## config.mk

```make
export PLATFORM = sky130hd
export DESIGN_NAME = fetch_unit
export DESIGN_NICKNAME = d
export VERILOG_FILES = /design/src/rtl/fetch_pkg.sv /design/src/rtl/fetch_queue.sv /design/src/rtl/fetch_unit.sv
export SDC_FILE = /design/constraint.sdc
export NUM_CORES = 1
export LEC_CHECK = 0
export ABC_AREA = 1
export ABC_CLOCK_PERIOD_IN_PS = 7100
export BUFFER_PORTS_ARGS = -buffer_cell sky130_fd_sc_hd__buf_2
export CAP_MARGIN = 5
export CORE_UTILIZATION = 41
export DETAILED_ROUTE_END_ITERATION = 12
export PLACE_DENSITY_LB_ADDON = 0.1
export RECOVER_POWER = 25
export SYNTH_ARGS = -nofsm -noshare
export SYNTH_HDL_FRONTEND = slang
export SYNTH_SLANG_ARGS = --single-unit
export TNS_END_PERCENT = 10
```

## constraint.sdc

```tcl
create_clock -name clk -period 7.1 [get_ports clk]
set_input_delay 2.13 -clock clk [delete_from_list [all_inputs] [get_ports clk]]
set_output_delay 2.13 -clock clk [all_outputs]
set_load 0.01 [all_outputs]
```

## src/rtl/fetch_pkg.sv

```systemverilog
// rtl/fetch_pkg.sv - shared types and constants for the instruction-fetch stage
package fetch_pkg;

  localparam int INSTR_BYTES = 4;
  localparam int FETCH_XLEN  = 32;

  typedef enum logic {
    REDIR_BRANCH = 1'b0,
    REDIR_JALR   = 1'b1
  } redir_mode_e;

  typedef struct packed {
    logic [FETCH_XLEN-1:0] pc;
    logic [FETCH_XLEN-1:0] instr;
  } fetch_entry_t;

endpackage

```

## src/rtl/fetch_queue.sv

```systemverilog
// rtl/fetch_queue.sv - synchronous FIFO of fetched {pc, instr} entries with flush
module fetch_queue
  import fetch_pkg::*;
#(
  parameter int  DEPTH   = 4,
  parameter type entry_t = fetch_entry_t
) (
  input  logic   clk,
  input  logic   rst,
  input  logic   push,
  input  logic   pop,
  input  logic   flush,
  input  entry_t din,
  output logic   full,
  output logic   empty,
  output entry_t head
);

  localparam int AW = $clog2(DEPTH);

  entry_t        mem [DEPTH];
  logic [AW-1:0] wr_ptr;
  logic [AW-1:0] rd_ptr;
  logic [AW:0]   count;

  always_ff @(posedge clk) begin
    if (!rst || flush) begin
      wr_ptr <= '0;
      rd_ptr <= '0;
      count  <= '0;
    end else begin
      if (push) wr_ptr <= wr_ptr + 1'b1;
      if (pop)  rd_ptr <= rd_ptr + 1'b1;
      case ({push, pop})
        2'b10:   count <= count + 1'b1;
        2'b01:   count <= count - 1'b1;
        default: count <= count;
      endcase
    end
  end

  // Storage carries no reset; validity is tracked by count alone.
  always_ff @(posedge clk) begin
    if (push) mem[wr_ptr] <= din;
  end

  assign full  = (count == (AW+1)'(DEPTH));
  assign empty = (count == '0);
  assign head  = mem[rd_ptr];

endmodule

```

## src/rtl/fetch_unit.sv

```systemverilog
// rtl/fetch_unit.sv - PC, redirect targeting and fetch queue control; FETCH_PERF_EN adds perf counters
module fetch_unit
  import fetch_pkg::*;
#(
  parameter int         W           = 32,
  parameter logic [W-1:0] RESET_PC  = '0,
  parameter int         FETCH_DEPTH = 4
) (
  input  logic         clk,
  input  logic         rst,
  output logic [W-1:0] imem_addr,
  input  logic [W-1:0] imem_rdata,
  input  logic         redir_valid,
  input  logic         redir_mode,
  input  logic [W-1:0] redir_base,
  input  logic [W-1:0] redir_imm,
  output logic         out_valid,
  input  logic         out_ready,
  output logic [W-1:0] out_instr,
  output logic [W-1:0] out_pc,
  output logic         misalign_err
`ifdef FETCH_PERF_EN
  ,
  output logic [W-1:0] perf_fetch,
  output logic [W-1:0] perf_flush,
  output logic [W-1:0] perf_stall
`endif
);

  typedef struct packed {
    logic [W-1:0] pc;
    logic [W-1:0] instr;
  } entry_t;

  logic [W-1:0] pc;
  logic [W-1:0] raw;
  logic [W-1:0] tgt;
  logic [W-1:0] taken;
  logic         misaligned;
  logic         full;
  logic         empty;
  logic         push;
  logic         pop;
  entry_t       din;
  entry_t       head;

  always_comb begin
    raw = redir_base + redir_imm;
    tgt = raw;
    if (redir_mode == REDIR_JALR) tgt[0] = 1'b0;
    misaligned = |tgt[1:0];
    taken      = {tgt[W-1:2], 2'b00};
  end

  // A full queue can still accept when decode drains the head in the same cycle.
  assign pop       = !empty && out_ready;
  assign push      = !redir_valid && (!full || pop);
  assign din       = '{pc: pc, instr: imem_rdata};
  assign imem_addr = pc;
  assign out_valid = !empty;
  assign out_pc    = head.pc;
  assign out_instr = head.instr;

  always_ff @(posedge clk) begin
    if (!rst) begin
      pc           <= RESET_PC;
      misalign_err <= 1'b0;
    end else if (redir_valid) begin
      pc <= taken;
      if (misaligned) misalign_err <= 1'b1;
    end else if (push) begin
      pc <= pc + W'(INSTR_BYTES);
    end
  end

  fetch_queue #(
    .DEPTH   (FETCH_DEPTH),
    .entry_t (entry_t)
  ) u_queue (
    .clk   (clk),
    .rst   (rst),
    .push  (push),
    .pop   (pop),
    .flush (redir_valid),
    .din   (din),
    .full  (full),
    .empty (empty),
    .head  (head)
  );

`ifdef FETCH_PERF_EN
  always_ff @(posedge clk) begin
    if (!rst) begin
      perf_fetch <= '0;
      perf_flush <= '0;
      perf_stall <= '0;
    end else begin
      if (push)                         perf_fetch <= perf_fetch + 1'b1;
      if (redir_valid)                  perf_flush <= perf_flush + 1'b1;
      if (!redir_valid && full && !pop) perf_stall <= perf_stall + 1'b1;
    end
  end
`endif

endmodule

```

Yosys cells after proc, flatten, opt, wreduce, memory -nomap -nowiden
Memories as Yosys holds them, arrays and structs flattened. A register that Yosys moved wholly into a read port is not among the register bits.
Cells that the tools add are included.
Operators by class
  bitwise logic cells: 1
  mux-type cells: 8
  equality and inequality tests: 3
  reduce and logical (&&, ||, !) cells: 14
  add/sub/neg operators: 6
Operators with widths (count)
  two-way mux 32 bit: 2
  adder 32 x 3 -> 32 bit, second input constant: 1
  adder 32 bit: 1
  case mux 3 bit (2 select lines): 1
  adder 2 x 1 -> 2 bit, second input constant: 2
  zero test 1 bit: 4
  two-way mux 2 bit: 2
  nonzero test 2 bit: 2
  OR reduction 2 bit: 2
  adder 3 x 1 -> 3 bit, second input constant: 1
  equality test 3 bit, second input constant: 1
  zero test 3 bit: 1
  two-way mux 1 bit: 3
  subtractor 3 x 1 -> 3 bit, second input constant: 1
  equality test 2 x 1 -> 1 bit, second input constant: 1
  equality test 2 bit, second input constant: 1
  logical AND 1 bit: 2
  logical OR 1 bit: 2
  AND reduction 2 bit: 1
  NOT 1 bit: 1
Word-level totals
  output and inout bits: 98
  RAM bits: 256
  register bits: 40
  memories: 1
  input bits: 101
Memories
  u_queue.mem: words 4, bits a word 64, read ports 1, clocked after memory_dff 1, write ports 1, line fetch_queue.sv:21  | entry_t mem [DEPTH];

Longest topological paths before layout
  word-level depth: 7
  depth in mapped cells: 15
  mapped depth without buffers: 15

Hierarchy
A second synthesis with hierarchy kept.
Second synthesis, totals
  cells, all modules: 1578
  area total of the unflattened synthesis: 14600.3 µm²
By module, submodules not included
  fetch_queue: area each 9949.5 µm², instances 1, cells an instance 680
  fetch_unit: area each 4650.7 µm², instances 1, cells an instance 898

Least setup slack after synthesis
No wires, ideal clock.
  path kind: input to register
  start point: input out_ready
  end point: memory u_queue.mem[0][0] in the netlist's numbering (enable)
  arrival: 5366 ps
  slack: 1252 ps
  data required time: 6618 ps
  stages: 7
  library setup time: 482 ps
  cells stage by stage: nor2_1 > nand2_2 > inv_1 > nor2_2 > inv_1 > buf_2 > nor2_1
On the way
  cells in the longest elaborated chain, start to end: 5
RTL lines
  start: declaration: line fetch_unit.sv:18  | input logic out_ready,
  logical AND 1 bit: line fetch_unit.sv:56  | assign pop = !empty && out_ready;
  logical OR 1 bit: line fetch_unit.sv:57  | assign push = !redir_valid && (!full || pop);
  logical AND 1 bit: line fetch_unit.sv:57
  two-way mux 1 bit: line fetch_queue.sv:44  | if (push) mem[wr_ptr] <= din;
  two-way mux 1 bit (implied by the code): line fetch_queue.sv:44
  end: declaration: line fetch_queue.sv:21
No other way between the ends.

==> metrics.txt <==
commonest non-fill, non-tap cell in the layout=edfxtp_1; final global-route overflow total=0; max-slew violations=0; Post-CTS Resized=0; Post-Route WL=33800 µm; critical path endpoint category=output pin; ys async rst share=0%; Seq cells post-synth=288; Setup Viol. Count Final=0; Final WS setup=2.08 ns; H-tree Lvls=1; DRC marker count from the first detailed-route iteration=545; Hold/Removal Path Class=reg2reg; dpl ws=2.19 ns; Post-CTS Hold Fix Bufs=0; placed wire-length estimate=22400 µm; drt via density=5.09; status=finished clean; CTS tree=done; crit-path max FO=63; routability congestion estimate=0.852; Setup Crit Path Kind=reg2out; Starting Density=41.6%; Via Count=10116; Synth Flop Type=edfxtp_1; post-route ant nets=0; period utilisation layout=70.7%; clk root buf=clkbuf_16; Final min period=5.02 ns; max_cap viols=0; Remaining DRCs=0; CP max stage cell=inv_2; Setup Fix Bufs, Post-CTS=0; # fillers=3088; die footprint=0.0336 mm²; Max Fclk=199 MHz; max incr delay on CP=0.92 ns; Final Skew=0.0125 ns; CTS buffer count=28; largest net degree at the start of global routing=103; Worst-Skew Late Latency=0.54 ns; Post-synth EDFFs=248; first-pass GRT wire length=52300 µm; Die Wd=183 µm; wire length per cell=17.0 µm; footprint of the multi-input gates=0.00465 mm²; yosys warns=0; DR pass1 iterations=5; Placement Cell Area=0.0149 mm²; RSZ-0062 raised after global routing=no; setup TNS after final layout=0 ns; worst path required time=4.97 ns; most frequent cells in the layout=248 x edfxtp_1, 200 x nor2_1, 183 x buf_2; Layout Nets=1663; post-route cell area=0.0159 mm²; # rows=66; Rel. slew slack=25.1%; worst slew pin tran=1.12 ns; sequential area share after synthesis=61.1%; initial antenna violation count=0; clock sinks=288; I/O pin count=199; CTS max path bufs=3; port buffer count=194; gr usage total=19.9%; Synth-to-Final Area Change=17.6%; P per Cell Area=250 mW/mm²; crit path launch type=flip-flop; count of cell types in the netlist=45; core area=0.0325 mm²; Fin. Hold Viols=0; # diodes=0; Synth Area per Inst=10.1 µm²; die span in y=183 µm; Arr. time, crit path=2.89 ns; Reg clk slew, reported paths=0.06 ns; vias in the first global route=9571; VDD IR max=121 µV; Mapped Cells=1342; register area=0.00825 mm²; Mapped Area=0.0135 mm²; critical-path cell list=buf_4 > inv_2 > o21ai_0 > o22ai_1 > buf_2; share of cells above drive strength 1=18.0%; static leakage=6.25 nW
-- power by group --
part / switching (mW) / internal [mW] / total (mW)
logic: 0.287 / 0.159 / 0.446
registers: 0.0628 / 1.92 / 1.98
clock network: 0.617 / 0.927 / 1.54
total: 0.967 / 3.01 / 3.97
-- cell families after synthesis --
group                    after synthesis  share of synthesized area [%]
AO/OA/AOI/OAI                        362                           14.5
other                                  1                         0.0278
AND/OR/NAND/NOR                      478                           15.2
flip-flops                           288                           61.1
buffers and inverters                163                           4.71
XOR/XNOR                              12                          0.779
adder cells (fa/ha/maj)               38                           3.64
-- cell type report --
type	count	share of cell area, %
Clock inverter	20	1.46
Timing Repair Buffer	204	6.51
Tap cell	442	3.49
Inverter	108	2.56
Sequential cell	288	52.0
Clock buffer	32	4.65
Multi-Input combinational cell	894	29.3
-- critical path: cells and delay by family (launching register included) --
kind	cells	cell delay, ns
DFF	1	0.31
buffers and inverters	3	1.43
AOI/OAI and AO/OA	2	0.56
-- state kept, by name, indices dropped and copies added, names as in the netlist, named ones only --
| register | count |
|---|---|
| imem_addr | 30 |
| u_queue.mem | 248 |
| misalign_err | 1 |
| u_queue.rd_ptr | 2 |
| u_queue.wr_ptr | 2 |
| u_queue.count | 3 |
-- metal layers --
layer  vias to the layer above  share of wire (%)  global-route usage [%]
met5                         -                  0                       0
li1                       5090                  -                       -
met3                        50                4.2                    2.56
met4                         0                2.2                    5.77
met2                       231                 48                    33.7
met1                      4745                 46                    26.7
-- cells in the mapped netlist, types with 3 or more instances --
| cell | n | share of area, % |
|---|---|---|
| a21oi_1 | 82 | 3.0 |
| a31o_2 | 3 | 0.19 |
| a31oi_1 | 7 | 0.32 |
| buf_4 | 5 | 0.28 |
| clkbuf_1 | 46 | 1.3 |
| dfxtp_1 | 40 | 5.9 |
| edfxtp_1 | 248 | 55 |
| ha_1 | 36 | 3.3 |
| inv_1 | 103 | 2.9 |
| inv_2 | 4 | 0.11 |
| nand2_1 | 171 | 4.8 |
| nand2_2 | 5 | 0.23 |
| nand3_1 | 48 | 1.8 |
| nand4_1 | 7 | 0.32 |
| nor2_1 | 204 | 5.7 |
| nor2_2 | 5 | 0.23 |
| nor2_4 | 3 | 0.25 |
| nor3_1 | 12 | 0.45 |
| nor3_4 | 3 | 0.36 |
| o211ai_1 | 5 | 0.28 |
| o21ai_0 | 182 | 6.8 |
| o21ai_1 | 8 | 0.30 |
| o21bai_1 | 7 | 0.39 |
| o22ai_1 | 62 | 2.9 |
| or2_0 | 4 | 0.19 |
| or2_2 | 4 | 0.19 |
| xnor2_1 | 5 | 0.32 |
| xor2_1 | 7 | 0.45 |
-- worst paths after layout --
path | startpoint | end | slack (ns) | depth (start not counted)
setup / recovery | flip-flop | out_pc[16] | 2.08 | 5
hold / removal | u_queue.rd_ptr[1]$_SDFFE_PP0P_ | flip-flop | 0.44 | 1
setup reg to reg | u_queue.count[0]$_SDFFE_PP0P_ | u_queue.mem[3][17]$_DFFE_PP_ | 4.08 | 7
hold reg to reg | u_queue.rd_ptr[1]$_SDFFE_PP0P_ | flip-flop | 0.44 | 1
-- per-stage QoR --
step                      hold slack [ns]  std cells  total power [mW]  utilization (%)
final                               0.439       1988              3.97             48.9
after global routing                0.477       1988              4.12             48.9
after CTS                           0.443       1988              4.01             48.9
after detailed placement            0.428       1936              2.47             45.9
after global placement              0.418       1936              2.47             45.9
after floorplan                     0.412       1345              2.27                -
(Power assumes the default switching activity.)
